[config.mk]
export PLATFORM = sky130hd
export DESIGN_NAME = program_counter_ras
export DESIGN_NICKNAME = d
export VERILOG_FILES = /design/src/rtl/program_counter_ras.sv
export SDC_FILE = /design/constraint.sdc
export NUM_CORES = 1
export LEC_CHECK = 0
export CAP_MARGIN = 20
export CORE_MARGIN = 2
export CORE_UTILIZATION = 60
export CTS_CLUSTER_DIAMETER = 120
export CTS_CLUSTER_SIZE = 30
export DETAILED_ROUTE_END_ITERATION = 12
export HOLD_SLACK_MARGIN = 0.08
export PLACE_DENSITY = 0.86
export SKIP_LAST_GASP = 1
export SLEW_MARGIN = 30
export SYNTH_ARGS = -nofsm -noshare
export SYNTH_HDL_FRONTEND = slang
export SYNTH_SLANG_ARGS = --single-unit
[constraint.sdc]
create_clock -name clk_pi -period 5.7 [get_ports clk_pi]
set_clock_uncertainty 0.1 [all_clocks]
set_input_delay 0.57 -clock clk_pi [delete_from_list [all_inputs] [get_ports clk_pi]]
set_output_delay 0.57 -clock clk_pi [all_outputs]
set_load 0.005 [all_outputs]
[src/rtl/program_counter_ras.sv]
// Program counter with a circular return-address stack.
// Each enabled, unstalled cycle the PC takes exactly one action. The
// priority order is clear, return, branch, register jump, relative jump,
// then increment. A call on a register or relative jump pushes PC+INSTR_BYTES.
// When the stack is full, a push overwrites the oldest entry.
module program_counter_ras #(
  parameter int                  PC_WIDTH      = 16,
  parameter int                  INSTR_BYTES   = 2,
  parameter int                  BR_IMM_WIDTH  = 6,
  parameter int                  JMP_IMM_WIDTH = 12,
  parameter int                  RAS_DEPTH     = 4,
  parameter logic [PC_WIDTH-1:0] RESET_VECTOR  = '0
) (
  input  logic                               clk_pi,
  input  logic                               reset_n_pi,
  input  logic                               clk_en_pi,
  input  logic                               sync_clear_pi,
  input  logic                               stall_pi,
  input  logic                               branch_taken_pi,
  input  logic [BR_IMM_WIDTH-1:0]            branch_immediate_pi,
  input  logic                               jump_taken_pi,
  input  logic [JMP_IMM_WIDTH-1:0]           jump_immediate_pi,
  input  logic                               jump_reg_pi,
  input  logic [PC_WIDTH-1:0]                jump_target_pi,
  input  logic                               call_pi,
  input  logic                               return_pi,
  output logic [PC_WIDTH-1:0]                pc_po,
  output logic [PC_WIDTH-1:0]                pc_plus_po,
  output logic [$clog2(RAS_DEPTH+1)-1:0]     ras_count_po,
  output logic                               ras_overflow_po,
  output logic                               ras_underflow_po
);

  localparam int CNT_W = $clog2(RAS_DEPTH + 1);
  localparam int PTR_W = $clog2(RAS_DEPTH);

  localparam logic [PTR_W-1:0]    PTR_LAST   = PTR_W'(RAS_DEPTH - 1);
  localparam logic [CNT_W-1:0]    CNT_FULL   = CNT_W'(RAS_DEPTH);
  localparam logic [PC_WIDTH-1:0] PC_STEP    = PC_WIDTH'(INSTR_BYTES);
  localparam logic [PC_WIDTH-1:0] ALIGN_MASK = ~(PC_WIDTH'(INSTR_BYTES - 1));

  logic [PC_WIDTH-1:0] pc_q, pc_d;
  logic [CNT_W-1:0]    ras_count_q, ras_count_d;
  // Points at the slot the next push writes; the top of stack is one below.
  logic [PTR_W-1:0]    ras_ptr_q, ras_ptr_d;
  logic                ovf_q, ovf_d;
  logic                unf_q, unf_d;
  logic [PC_WIDTH-1:0] ras_mem_q [RAS_DEPTH];

  logic                       push_en;
  logic [PTR_W-1:0]           top_idx;
  logic [PC_WIDTH-1:0]        pc_plus;
  logic signed [BR_IMM_WIDTH-1:0]  br_imm_s;
  logic signed [JMP_IMM_WIDTH-1:0] jmp_imm_s;
  logic [PC_WIDTH-1:0]        br_off;
  logic [PC_WIDTH-1:0]        jmp_off;

  assign pc_plus   = pc_q + PC_STEP;
  assign top_idx   = (ras_ptr_q == '0) ? PTR_LAST : ras_ptr_q - 1'b1;
  assign br_imm_s  = branch_immediate_pi;
  assign jmp_imm_s = jump_immediate_pi;
  // Sizing casts of signed operands sign-extend the offsets to PC width.
  assign br_off    = PC_WIDTH'(br_imm_s);
  assign jmp_off   = PC_WIDTH'(jmp_imm_s);

  // Select the single PC action for this cycle and update the stack bookkeeping.
  always_comb begin
    pc_d        = pc_q;
    ras_count_d = ras_count_q;
    ras_ptr_d   = ras_ptr_q;
    ovf_d       = ovf_q;
    unf_d       = unf_q;
    push_en     = 1'b0;
    if (clk_en_pi) begin
      if (sync_clear_pi) begin
        pc_d        = RESET_VECTOR;
        ras_count_d = '0;
        ras_ptr_d   = '0;
        ovf_d       = 1'b0;
        unf_d       = 1'b0;
      end else if (!stall_pi) begin
        if (return_pi) begin
          if (ras_count_q != '0) begin
            pc_d        = ras_mem_q[top_idx];
            ras_count_d = ras_count_q - 1'b1;
            ras_ptr_d   = top_idx;
          end else begin
            pc_d  = pc_plus;
            unf_d = 1'b1;
          end
        end else if (branch_taken_pi) begin
          pc_d = pc_plus + br_off;
        end else if (jump_reg_pi) begin
          pc_d    = jump_target_pi & ALIGN_MASK;
          push_en = call_pi;
        end else if (jump_taken_pi) begin
          pc_d    = pc_plus + jmp_off;
          push_en = call_pi;
        end else begin
          pc_d = pc_plus;
        end
        if (push_en) begin
          ras_ptr_d = (ras_ptr_q == PTR_LAST) ? '0 : ras_ptr_q + 1'b1;
          if (ras_count_q == CNT_FULL) begin
            ovf_d = 1'b1;
          end else begin
            ras_count_d = ras_count_q + 1'b1;
          end
        end
      end
    end
  end

  // Control state with asynchronous reset.
  always_ff @(posedge clk_pi or negedge reset_n_pi) begin
    if (!reset_n_pi) begin
      pc_q        <= RESET_VECTOR;
      ras_count_q <= '0;
      ras_ptr_q   <= '0;
      ovf_q       <= 1'b0;
      unf_q       <= 1'b0;
    end else begin
      pc_q        <= pc_d;
      ras_count_q <= ras_count_d;
      ras_ptr_q   <= ras_ptr_d;
      ovf_q       <= ovf_d;
      unf_q       <= unf_d;
    end
  end

  // Stack storage is not reset; entries beyond the count are never read.
  always_ff @(posedge clk_pi) begin
    if (push_en) begin
      ras_mem_q[ras_ptr_q] <= pc_plus;
    end
  end

  assign pc_po            = pc_q;
  assign pc_plus_po       = pc_plus;
  assign ras_count_po     = ras_count_q;
  assign ras_overflow_po  = ovf_q;
  assign ras_underflow_po = unf_q;

endmodule

# Word-level counts from Yosys, hierarchy flattened
# Memories as Yosys holds them, arrays and structs flattened.
# Cells that the tools add are included.
# word_totals
regBits,23
ramBits,64
inputBits,44
out_inout_bits,37
word_cells,68
memories,1
# memory_table
memory,words,word_bits,read_ports,rd_clocked_by_memory_dff,write_ports,line_no,text
ras_mem_q,4,16,1,0,1,48,logic [PC_WIDTH-1:0] ras_mem_q [RAS_DEPTH];
# classes
addsub,7
eq_ne,4
muxes,40
reduce_logical,11
# ops
op,count
$mux W16,7
$add A16 B16 Y16,2
$mux W1,20
$mux W3,6
$add A16 B2 Y16 const B,1
$mux W2,7
$reduce_and A4 Y1,3
$reduce_bool A3 Y1,3
$reduce_bool A2 Y1,3
$ne A2 B2 Y1 const B,2
$add A3 B1 Y3 const B,1
$eq A3 B3 Y1 const B,1
$sub A3 B1 Y3 const B,1
$add A2 B1 Y2 const B,1
$eq A2 B2 Y1 const B,1
$logic_not A2 Y1,1
$reduce_and A2 Y1,1
$sub A2 B1 Y2 const B,1

# Longest topological paths before layout
# Gate-level depths: netlist (run 1).
# logic_depth
word_depth,12
depth_mapped,15

# Worst setup path after synthesis (run 1)
# OpenSTA, ideal clock, no wires.
# synth_path
path_type,flip-flop to flip-flop
start,"register pc_q[1], in the netlist pc_po[1]"
end,"register pc_q[15], in the netlist pc_po[15]"
setup_ns,0.119
arrival_ns,3.169
setup_slack_ns,2.312
path_stages_with_launch,14
path_buffers,0
period_less_slack_ns,3.388
cell_sequence,dfrtp_1 -> ha_1 -> nand4_2 -> nor3_4 -> nand3_1 -> xnor2_1 -> ha_1 -> o21ai_0 -> a21oi_1 -> or3_1 -> a31oi_2 -> a2111oi_4 -> a21oi_1 -> nand2_1
# synth_between
elab_chain_len,8
# synth_rtl
item,line_no,text
"start, declared",42,"logic [PC_WIDTH-1:0] pc_q, pc_d;"
"start signal, assigned",123,pc_q <= pc_d;
$add A16 B2 Y16 (*),58,assign pc_plus = pc_q + PC_STEP;
via pc_plus_po[13],28,"output logic [PC_WIDTH-1:0] pc_plus_po,"
$add A16 B16 Y16,97,pc_d = pc_plus + jmp_off;
$mux W16,96,end else if (jump_taken_pi) begin
$mux W16,93,end else if (jump_reg_pi) begin
$mux W16 (*),91,end else if (branch_taken_pi) begin
$mux W16 (*),82,if (return_pi) begin
$mux W16 (*),81,end else if (!stall_pi) begin
$mux W16 (*),75,if (sync_clear_pi) begin
# Mark *: on every way through the listed nets, which the timed path passes. The rest lies on a longest branch. The select of a mux whose other input is x is not followed.
# A chain may end at the register's enable or synchronous reset.

# Worst setup path in the final report (run 1)
# layout_path
start,"register pc_q[1], in the netlist pc_po[1]"
end,"register pc_q[12], in the netlist pc_po[12]"
# layout_between
elab_chain_len,8
# layout_rtl
item,line_no
$add A16 B2 Y16 (*),58
$add A16 B16 Y16,97
$mux W16,96
$mux W16,93
$mux W16,91
$mux W16 (*),82
$mux W16 (*),81
$mux W16 (*),75
# Every way passes the cells marked *; elsewhere a longest branch is shown, timed or not. The select of a mux whose other input is x is not followed.

==> results.md, run 1 <==
- Share of layout cells above drive strength 1: 0.1011
- Crit-path max FO: 9
- Mux cell area share after synthesis: 0.07396
- Final setup fails: 0
- Synth Area in Simple Gates: 0.1312
- Slowest stage cell, crit path: dfrtp_1
- First-pass GRT wire length: between 20000 and 30000 µm
- Largest net degree at the start of global routing: 30
- Max_slew headroom: 0.3825
- Total GRT Usage: 0.3206
- Tcrit/Tclk final: 0.7013
- # hold bufs at CTS: 0
- Post-route minimum period: around 4.0 ns
- GRT overflow: 0
- Area share of fa/ha/maj cells after synthesis: 0.09051
- DRT iter0 DRCs: between 400 and 500
- Die width: ~100 µm
- Post-DP HPWL: ~12000 µm
- Clock transition at path regs: roughly 0.10 ns
- Root Driver: clkbuf_8
- Critical path data arrival time: 4.16 ns
- Mean Syn Cell Area: about 10 µm²
- Sequential share of the synthesized area: 0.4182
- Final hold violations: 0
- Residual DRC: 0
- Initial Utilization: 0.6138
- Ys async rst share: 0.2644
- Row Count: 36
- Synth unique cells: 76
- Worst-Skew Late Latency: 0.38 ns
- DR vias: slightly above 5k
- Port Buf Inserts: 79
- Die Area: between 10000 and 15000 µm²
- VDD IR max: about 200 µV
- Outcome: complete, no violations
- Placed cell area: slightly below 7000 µm²
- Fmax: around 0.25 GHz
- Critical path type: flop to flop
- Worst Setup Start Kind: flop
- Hold Path Class: primary input to async pin
- CP Launch Point: pc_po[1]
- Main combinational cell family by area after synthesis: compound AO/OA/AOI/OAI gates
- Die height: 103.8 µm
- Drt total wl: ~17000 µm
- H-tree Lvls: 3
- Synth Net Count: 656
- P_leak: between 0.002 and 0.003 µW
- CORE AREA: a little under 10000 µm²
- P&R area growth vs syn: 18.19%
- CP Cell Sequence: ha_1 -> nand4_2 -> nor2_1 -> xnor2_1 -> inv_1 -> ha_1 -> a21o_1 -> nor3_1 -> a221oi_1 -> nor3_1 -> o21bai_1 -> a21oi_1 -> xor2_1 -> o311ai_0
- MaxCap Viol Count: 0
- Vias in the first global route: around 5.2k
- Final GP Congestion: ~1.0
- Number of flops mapped to enable cells by yosys: 64
- Place WS: about 1.9 ns
- R2R Path Start: pc_po[1]
- First-pass iteration count of the detailed router: 5
- Routed wire per std cell: 21.45 µm
- Final ANT Viol Nets: 0
- R2R depth: 14
- CP endpoint kind: flop
- Via/cell ratio: approximately 6.6
- PD cells: 360.8 nW/µm²
- RSZ-0062 raised after global routing: no
- # IOs: slightly above 80
- Setup slack after layout: around 1.7 ns
- CTS max path bufs: 2
- Critical Path Max Stage Delay: roughly 0.59 ns
- Compound-cell area share of the yosys netlist: 0.1980
- Initial antenna violation count: 0
- Num CTS Buffers: 9
- Predominant post-synthesis flop cell: edfxtp_1
- Post-CTS Resized: 0
- N_diodes: 0
- Least-Margin Pin Slew: 0.9262 ns
- Synth Warn #: 0
- Post CTS Setup Buffer Count: 0
- Hold Worst Slack: 0.08719 ns
- Critical Path RT: roughly 6 ns
- Setup TNS: 0 ns
- Final net count: ~730
- Final Cell Area: slightly above 7000 µm²
- Synth Instances: 570
- Clock sink count: 87
- CTS tree: built
- Mapped Area: roughly 6000 µm²
- Post-Synth XOR/XNOR Area: 0.04861
- Slew Limit Fails: 0
- Yosys reg bits: 87
==> sequential cells by signal (all words and copies together), names as in the netlist <==
register and cells:
ras_underflow_po 1, ras_overflow_po 1, pc_po 16, ras_count_po 3, ras_ptr_q 2, ras_mem_q 64
==> through the flow <==
step	total power, µW	std cells	util
2_1_floorplan	1650	570	-
6_report	2547	786	0.7254
5_1_grt	2684	786	0.7254
4_1_cts	2522	786	0.7249
3_5_place_dp	2071	770	0.7042
3_3_place_gp	2016	770	0.7047
==> worst max-delay path, delay by kind of cell, from the launching register on <==
family,cells,cell delay (ns)
AO/OA/AOI/OAI,5,1.32
XOR/XNOR,2,0.34
adder cells (fa/ha/maj),2,0.76
buffers and inverters,1,0.22
flip-flops,1,0.59
AND/OR/NAND/NOR,4,0.55
==> routing by layer <==
layer | GRT usage | vias to the layer above | part of all wire
met1 | 0.4070 | 2491 | 0.39
met5 | 0 | - | 0
li1 | - | 2321 | -
met2 | 0.5255 | 318 | 0.48
met4 | 0.1419 | 0 | 0.033
met3 | 0.07678 | 46 | 0.097
==> placed cells by master (no fill, tap or decap), types with 5 or more instances in the layout <==
cell,count
a211oi_1,9
a21o_1,6
a21oi_1,48
a221oi_1,7
and3_1,5
buf_4,8
clkbuf_8,9
clkdlybuf4s50_1,78
dfrtp_1,23
edfxtp_1,64
ha_1,40
inv_1,24
mux2i_1,7
mux4_2,16
nand2_1,45
nand2b_1,5
nand3_1,12
nor2_1,54
nor3_1,11
o211ai_1,6
o21a_1,6
o21ai_0,42
or2_2,5
xnor2_1,16
xor2_1,14
==> cell families (layout without fill, tap and decap cells) <==
| family | count (synthesis) | after routing |
|---|---|---|
| AO/OA/AOI/OAI | 176 | 176 |
| AND/OR/NAND/NOR | 164 | 164 |
| multiplexers | 24 | 24 |
| XOR/XNOR | 31 | 31 |
| buffers and inverters | 46 | 129 |
| flip-flops | 87 | 87 |
| adder cells (fa/ha/maj) | 42 | 42 |
==> where the power goes <==
part           switching [µW]  leakage [µW]  internal [µW]  total (µW)
logic                     684       0.00170            567        1250
registers                79.6      0.000874            760         840
clock network             249      0.000101            207         456
total                    1010       0.00268           1530        2550
==> area by class of cell <==
type	instances	area, µm²
clock inverters	7	77.57
repair buffers	87	845.8
fillers	713	2671
inverters	26	98.84
flip-flops and latches	87	2497
well taps	133	166.4
clock buffers	9	123.9
multi-input cells	437	3248
==> cell usage after synthesis, types with 3 or more instances <==
cell      number  share of area
edfxtp_1      64           0.32
nor2_1        54          0.034
a21oi_1       48          0.040
nand2_1       45          0.028
o21ai_0       42          0.035
ha_1          40          0.084
inv_1         24          0.015
dfrtp_1       23          0.096
mux4_2        16          0.060
xnor2_1       16          0.023
xor2_1        14          0.021
clkbuf_1      12         0.0075
nand3_1       12          0.010
nor3_1        11         0.0092
a211oi_1       9          0.011
and3_1         9         0.0094
a221oi_1       7          0.010
mux2i_1        7          0.012
a21o_1         6         0.0075
o211ai_1       6         0.0075
o21a_1         6         0.0075
nand2b_1       5         0.0052
or2_2          5         0.0052
a22oi_1        4         0.0050
clkbuf_8       4         0.0092
nor2b_1        4         0.0042
o21bai_1       4         0.0050
o221ai_1       4         0.0059
o22ai_1        4         0.0042
a31oi_1        3         0.0031
nor4_1         3         0.0031
o31ai_1        3         0.0038
or3_1          3         0.0031
==> worst paths after layout <==
| kind | to | slack (ns) |
|---|---|---|
| min in group clk_pi | ras_overflow_po | 0.46 |
| hold reg to reg | ras_overflow_po | 0.46 |
| setup reg to reg | pc_po[12] | 1.70 |
| setup / recovery | pc_po[12] | 1.70 |
| max in group asynchronous | pc_po[5] | 5.01 |
| hold / removal | pc_po[15] | 0.09 |
No activity file was read; power rests on OpenSTA's default activity.
==> run 2: changes to the inputs <==
--- a/config.mk
+++ b/config.mk
@@ -7,12 +7,12 @@
 export LEC_CHECK = 0
 export CAP_MARGIN = 20
 export CORE_MARGIN = 2
-export CORE_UTILIZATION = 60
+export CORE_UTILIZATION = 56
 export CTS_CLUSTER_DIAMETER = 120
 export CTS_CLUSTER_SIZE = 30
 export DETAILED_ROUTE_END_ITERATION = 12
 export HOLD_SLACK_MARGIN = 0.08
-export PLACE_DENSITY = 0.86
+export PLACE_DENSITY = 0.81
 export SKIP_LAST_GASP = 1
 export SLEW_MARGIN = 30
 export SYNTH_ARGS = -nofsm -noshare
==> constraint.sdc (replaced) <==
create_clock -name clk_pi -period 3.88 [get_ports clk_pi]
set_clock_uncertainty 0.1 [all_clocks]
set_input_delay 0.388 -clock clk_pi [delete_from_list [all_inputs] [get_ports clk_pi]]
set_output_delay 0.388 -clock clk_pi [all_outputs]
set_load 0.005 [all_outputs]
==> run 2 against run 1 <==
Effect of this change: core utilization fell by 2.8 points; global-route usage down 2.4 points; largest cell class unchanged; largest power group unchanged; design area rose by 2.0%; worst hold slack better by 0.34 ns; highest routed layer unchanged; total power grew 46%; clock power increased by 33%.
==> results.md, run 2 (synthesis results as in run 1) <==
- Top delay family on crit path: compound AO/OA/AOI/OAI gates
- P_leak: about 0.0028 µW
- Crit-path max FO: 9
- Slowest stage cell, crit path: dfrtp_1
- Share of layout cells above drive strength 1: 0.1235
- RSZ-0062 raised after global routing: no
- DR vias: ~5.2k
- CORE AREA: ~10000 µm²
- PD cells: about 520 nW/µm²
- Critical path data arrival time: ~3.7 ns
- H-tree Lvls: 3
- Fmax: about 0.28 GHz
- Commonest non-fill, non-tap cell in the layout: clkdlybuf4s50_1
- # IOs: approximately 80
- Clock sink count: 87
- Die Area: approximately 12000 µm²
- Row Count: 37
- Max_slew headroom: 0.3894
- Drt total wl: about 17000 µm
- Fillers: 766
- Num CTS Buffers: 9
- DRT iter0 DRCs: between 400 and 500
- Slew Limit Fails: 0
- Outcome: complete, no violations
- CTS max path bufs: 2
- Final setup fails: 0
- Via/cell ratio: between 6 and 7
- Post-DP HPWL: roughly 12000 µm
- Least-Margin Pin Slew: roughly 0.92 ns
- Final ANT Viol Nets: 0
- Hold Worst Slack: approximately 0.43 ns
- Root Driver: clkbuf_8
- Most frequent cells in the layout: clkdlybuf4s50_1, edfxtp_1, nor2_1
- GRT overflow: 0
- Worst path buffer plus inverter count: 1
- Die width: between 100 and 150 µm
- Tcrit/Tclk final: 0.9193
- Worst Setup Start Kind: flop
- CP Cell Sequence: ha_1 -> nand4_2 -> nor2_1 -> xnor2_1 -> inv_1 -> ha_1 -> nor2_1 -> a21boi_0 -> a211oi_1 -> o21ai_0 -> xor2_1 -> o21ai_0 -> o311ai_1
- Total GRT Usage: 0.2962
- Initial antenna violation count: 0
- Die height: ~110 µm
- N_diodes: 0
- Largest net degree at the start of global routing: 29
- Placed cell area: about 7000 µm²
- Largest register FFs: 64
- Critical path type: flop to flop
- First-pass iteration count of the detailed router: 5
- Port Buf Inserts: a little under 80
- P&R area growth vs syn: 20.53%
- Final Cell Area: 7198 µm²
- CP endpoint kind: flop
- Final GP Congestion: between 0.9 and 1
- Setup TNS: 0 ns
- CTS tree: built
- Worst-Skew Late Latency: between 0.3 and 0.4 ns
- Hold Path Class: primary input to async pin
- Critical Path Max Stage Delay: roughly 0.42 ns
- Residual DRC: 0
- First-pass GRT wire length: about 26000 µm
- Final hold violations: 0
- Clock transition at path regs: ~0.09 ns
- Post-route minimum period: 3.567 ns
- Top reg by flops: ras_mem_q
- Routed wire per std cell: between 20 and 25 µm
- Critical Path RT: 4.01 ns
- Vias in the first global route: 5009
- MaxCap Viol Count: 0
- Final net count: between 700 and 800
- VDD IR max: about 270 µV
- Initial Utilization: 0.5785
## run 2: cell count changes in the layout (fill, tap and decap cells not counted), moves of 3 or more
cell      delta
clkinv_4     +3
and3_1       +4
buf_4       +18
and3_2       -4
## run 2: timing repair
action                                  in CTS  in global routing
hold buffers                                 1                  0
endpoints found under the setup margin       0                  2
gates resized for setup                      0                  3
buffers inserted                             0                  0
hold endpoints to repair                    21                  0
## run 2: final timing paths
check,start,to,slack [ns],depth (start not counted)
setup / recovery,pc_po[2],pc_po[14],0.31,13
hold / removal,reset_n_pi,ras_overflow_po,0.43,2
setup reg to reg,pc_po[2],pc_po[14],0.31,13
hold reg to reg,ras_underflow_po,ras_underflow_po,0.44,2
max in group asynchronous,reset_n_pi,pc_po[15],2.81,3
min in group clk_pi,ras_underflow_po,ras_underflow_po,0.44,2
## run 2: power by group
part	leakage (µW)	internal, µW	switching, µW
Sequential	0.000874	1120	105
Clock	0.0000942	241	364
Combinational	0.00181	872	1020
Total	0.00278	2230	1490
## run 2: final cells by class
cell class	instances	area [µm²]	area share
clock inverter	7	57.56	0.007996
timing repair buffer	106	991.0	0.1377
multi-input combinational	437	3259	0.4528
sequential	87	2497	0.3470
inverter	26	98.84	0.01373
clock buffer	9	123.9	0.01721
tap	136	170.2	0.02364
## run 2: layer usage
layer | wire length [µm] | track usage | up-vias | share of wire
li1 | - | - | 2372 | -
met1 | 6676 | 0.4101 | 2473 | 0.40
met2 | 7798 | 0.4756 | 327 | 0.47
met3 | 1696 | 0.04056 | 39 | 0.10
met4 | 480 | 0.1150 | 0 | 0.029
met5 | 0 | 0 | - | 0
## run 2: metrics by stage
stage | cells | util | power (µW) | setup WS, ns
after floorplan | 570 | - | 2424 | 0.4917
after CTS | 808 | 0.6952 | 3668 | 0.3341
final | 808 | 0.6972 | 3714 | 0.3132
after detailed placement | 791 | 0.6766 | 3072 | 0.3225
after global placement | 791 | 0.6771 | 3006 | 0.4457
after global routing | 808 | 0.6972 | 3920 | 0.05106
==> run 3: changes to the inputs <==
--- a/config.mk
+++ b/config.mk
@@ -7,12 +7,11 @@
 export LEC_CHECK = 0
 export CAP_MARGIN = 20
 export CORE_MARGIN = 2
-export CORE_UTILIZATION = 56
+export CORE_UTILIZATION = 55
 export CTS_CLUSTER_DIAMETER = 120
-export CTS_CLUSTER_SIZE = 30
 export DETAILED_ROUTE_END_ITERATION = 12
 export HOLD_SLACK_MARGIN = 0.08
-export PLACE_DENSITY = 0.81
+export PLACE_DENSITY = 0.8
 export SKIP_LAST_GASP = 1
 export SLEW_MARGIN = 30
 export SYNTH_ARGS = -nofsm -noshare
==> run 3 against run 2 <==
Effect of this change: global-route usage decreased by 0.27 points; setup slack improved by 0.0043 ns; design area down 0.83%; non-clock buffer count fell by 5; register-to-register slack hardly changed; core utilization fell by 3.0 points; maximum frequency up 0.12%; worst hold slack worse by 0.13 ns; sequential power barely moved; total power shrank 1.9%; routed wire length down 0.66%; first-iteration DRC count is 29% higher.
==> results.md, run 3 (synthesis results as in run 1) <==
- Routed wire per std cell: about 20 µm
- Post-route minimum period: roughly 3.6 ns
- Crit-path max FO: 8
- Worst Setup Start Kind: flop
- P_leak: around 0.0027 µW
- First-pass iteration count of the detailed router: 6
- Total power: about 3600 µW
- Top delay family on crit path: compound AO/OA/AOI/OAI gates
- H-tree Lvls: 3
- DR vias: 5063
- Critical Path RT: approximately 4 ns
- Worst path buffer plus inverter count: 1
- Clock sink count: a little under 90
- N_diodes: 0
- Worst-Skew Late Latency: between 0.3 and 0.4 ns
- Via/cell ratio: ~6.3
- MaxCap Viol Count: 0
- Slowest stage cell, crit path: dfrtp_1
- Final hold violations: 0
- Net Sw Frac: 0.3932
- # IOs: 81
- Initial Utilization: 0.5582
- CP endpoint kind: flop
- Die height: 108.2 µm
- Post CTS Setup Buffer Count: 0
- Outcome: complete, no violations
- Fmax: roughly 0.28 GHz
- CTS max path bufs: 2
- Final Util: 0.6673
- Setup TNS: 0 ns
- Reg area: approximately 2500 µm²
- Die width: between 100 and 150 µm
- Port Buf Inserts: 79
- Commonest non-fill, non-tap cell in the layout: clkdlybuf4s50_1
- Largest net degree at the start of global routing: 29
- VDD IR max: 303.2 µV
- PD cells: 510.4 nW/µm²
- Total GRT Usage: 0.2935
- P&R area growth vs syn: 19.53%
- Critical path type: flop to flop
- Area occupied by multi-input gates: roughly 3300 µm²
- Final net count: 748
- First-pass GRT wire length: roughly 26000 µm
- R2r setup slk: ~0.32 ns
- Tcrit/Tclk final: 0.9182
- Fillers: 857
- Vias in the first global route: approximately 4.9k
- Critical Path Max Stage Delay: between 0.4 and 0.5 ns
- Share of layout cells above drive strength 1: 0.1109
- Max_slew headroom: 0.4477
- CORE AREA: 10700 µm²
- Root Driver: clkbuf_8
- FF-to-FF End: pc_po[13]
- R2R Path Start: pc_po[2]
- Most frequent cells in the layout: clkdlybuf4s50_1, edfxtp_1, nor2_1
- Clk pwr share: 0.150
- R2R depth: 13
- Residual DRC: 0
- Sequential share of power: 0.336
- GRT overflow: 0
- Slew Limit Fails: 0
- Drt total wl: between 15000 and 20000 µm
- Final GP Congestion: about 1
- Net Sw Power: approximately 1400 µW
- Hold Path Class: primary input to async pin
- CTS tree: built
- Largest register FFs: 64
- Logic pwr share: 0.514
- DP Cell Count: about 790
- CP Cell Sequence: ha_1 -> nand4_2 -> nor2_1 -> xnor2_1 -> inv_2 -> ha_1 -> o211ai_1 -> o21ai_0 -> a41oi_2 -> o211ai_1 -> o31ai_1 -> a221oi_1 -> o21bai_1
- Post-DP HPWL: 12330 µm
- Initial antenna violation count: 0
- Clock transition at path regs: 0.08 ns
- RSZ-0062 raised after global routing: no
- Top reg by flops: ras_mem_q
- Final setup fails: 0
- Final ANT Viol Nets: 0
- Critical path data arrival time: around 3.7 ns
- DRT iter0 DRCs: a little under 600
- Least-Margin Pin Slew: between 0.8 and 0.9 ns
- Internal power of the cells: between 2000 and 2500 µW
- Die Area: approximately 12000 µm²
- Fin cells: about 810
- Num CTS Buffers: 9
- Row Count: 38
[run 3: cell types whose count changed in the layout (fill, tap and decap cells not counted)]
cell             before  now
clkdlybuf4s50_1      78   79
xnor2_1              15   16
inv_1                24   23
xnor2_2               1    0
buf_2                 1    0
clkinv_1              1    2
buf_4                26   22
inv_2                 0    1
clkinvlp_4            0    2
inv_6                 2    0
dlygate4sd3_1         1    0
clkbuf_1              0    3
clkinv_4              4    0
[run 3: what timing repair did]
item | CTS | global route
endpoints found under the setup margin | 0 | 3
gates resized for setup | 0 | 3
hold buffers | 0 | 0
[run 3: worst max-delay path by stage]
stage | cells past startpoint | slack [ns] | end | start
finish | 13 | 0.32 | pc_po[13] | pc_po[2]
floorplan | 13 | 0.49 | pc_po[15] | pc_po[1]
detailed placement | 14 | 0.29 | pc_po[15] | pc_po[2]
global route | 14 | 0.03 | pc_po[14] | pc_po[2]
global placement | 14 | 0.38 | pc_po[15] | pc_po[2]
CTS | 14 | 0.25 | pc_po[15] | pc_po[2]
[run 3: power groups by stage]
stage / Clock, µW / Combinational, µW / Sequential [µW]
after floorplan: 0 / 1200 / 1220
final: 546 / 1870 / 1220
after CTS: 546 / 1840 / 1220
after global placement: 0 / 1770 / 1240
after global routing: 589 / 2040 / 1230
after detailed placement: 0 / 1830 / 1240
[run 3: metrics by stage]
step | area, µm² | hold slack, ns | worst slack (ns)
after floorplan | 5972 | -0.007591 | 0.4917
after global placement | 6965 | 0.4289 | 0.3776
after detailed placement | 6965 | 0.4364 | 0.2903
after CTS | 7124 | 0.3069 | 0.2500
after global routing | 7138 | 0.3240 | 0.02838
final | 7138 | 0.2949 | 0.3175
[run 3: area by class of cell]
cell class	instances	area share
Multi-Input combinational cell	437	0.4556
Sequential cell	87	0.3499
Timing Repair Buffer	101	0.1339
Tap cell	140	0.02454
Clock buffer	12	0.01893
Inverter	26	0.01385
Clock inverter	4	0.003330
[run 3: routing by layer]
layer | wire [µm] | GRT usage | vias up
li1 | - | - | 2347
met1 | 6908 | 0.4023 | 2440
met2 | 7981 | 0.4856 | 239
met3 | 1235 | 0.04099 | 37
met4 | 415 | 0.09341 | 0
met5 | 0 | 0 | -
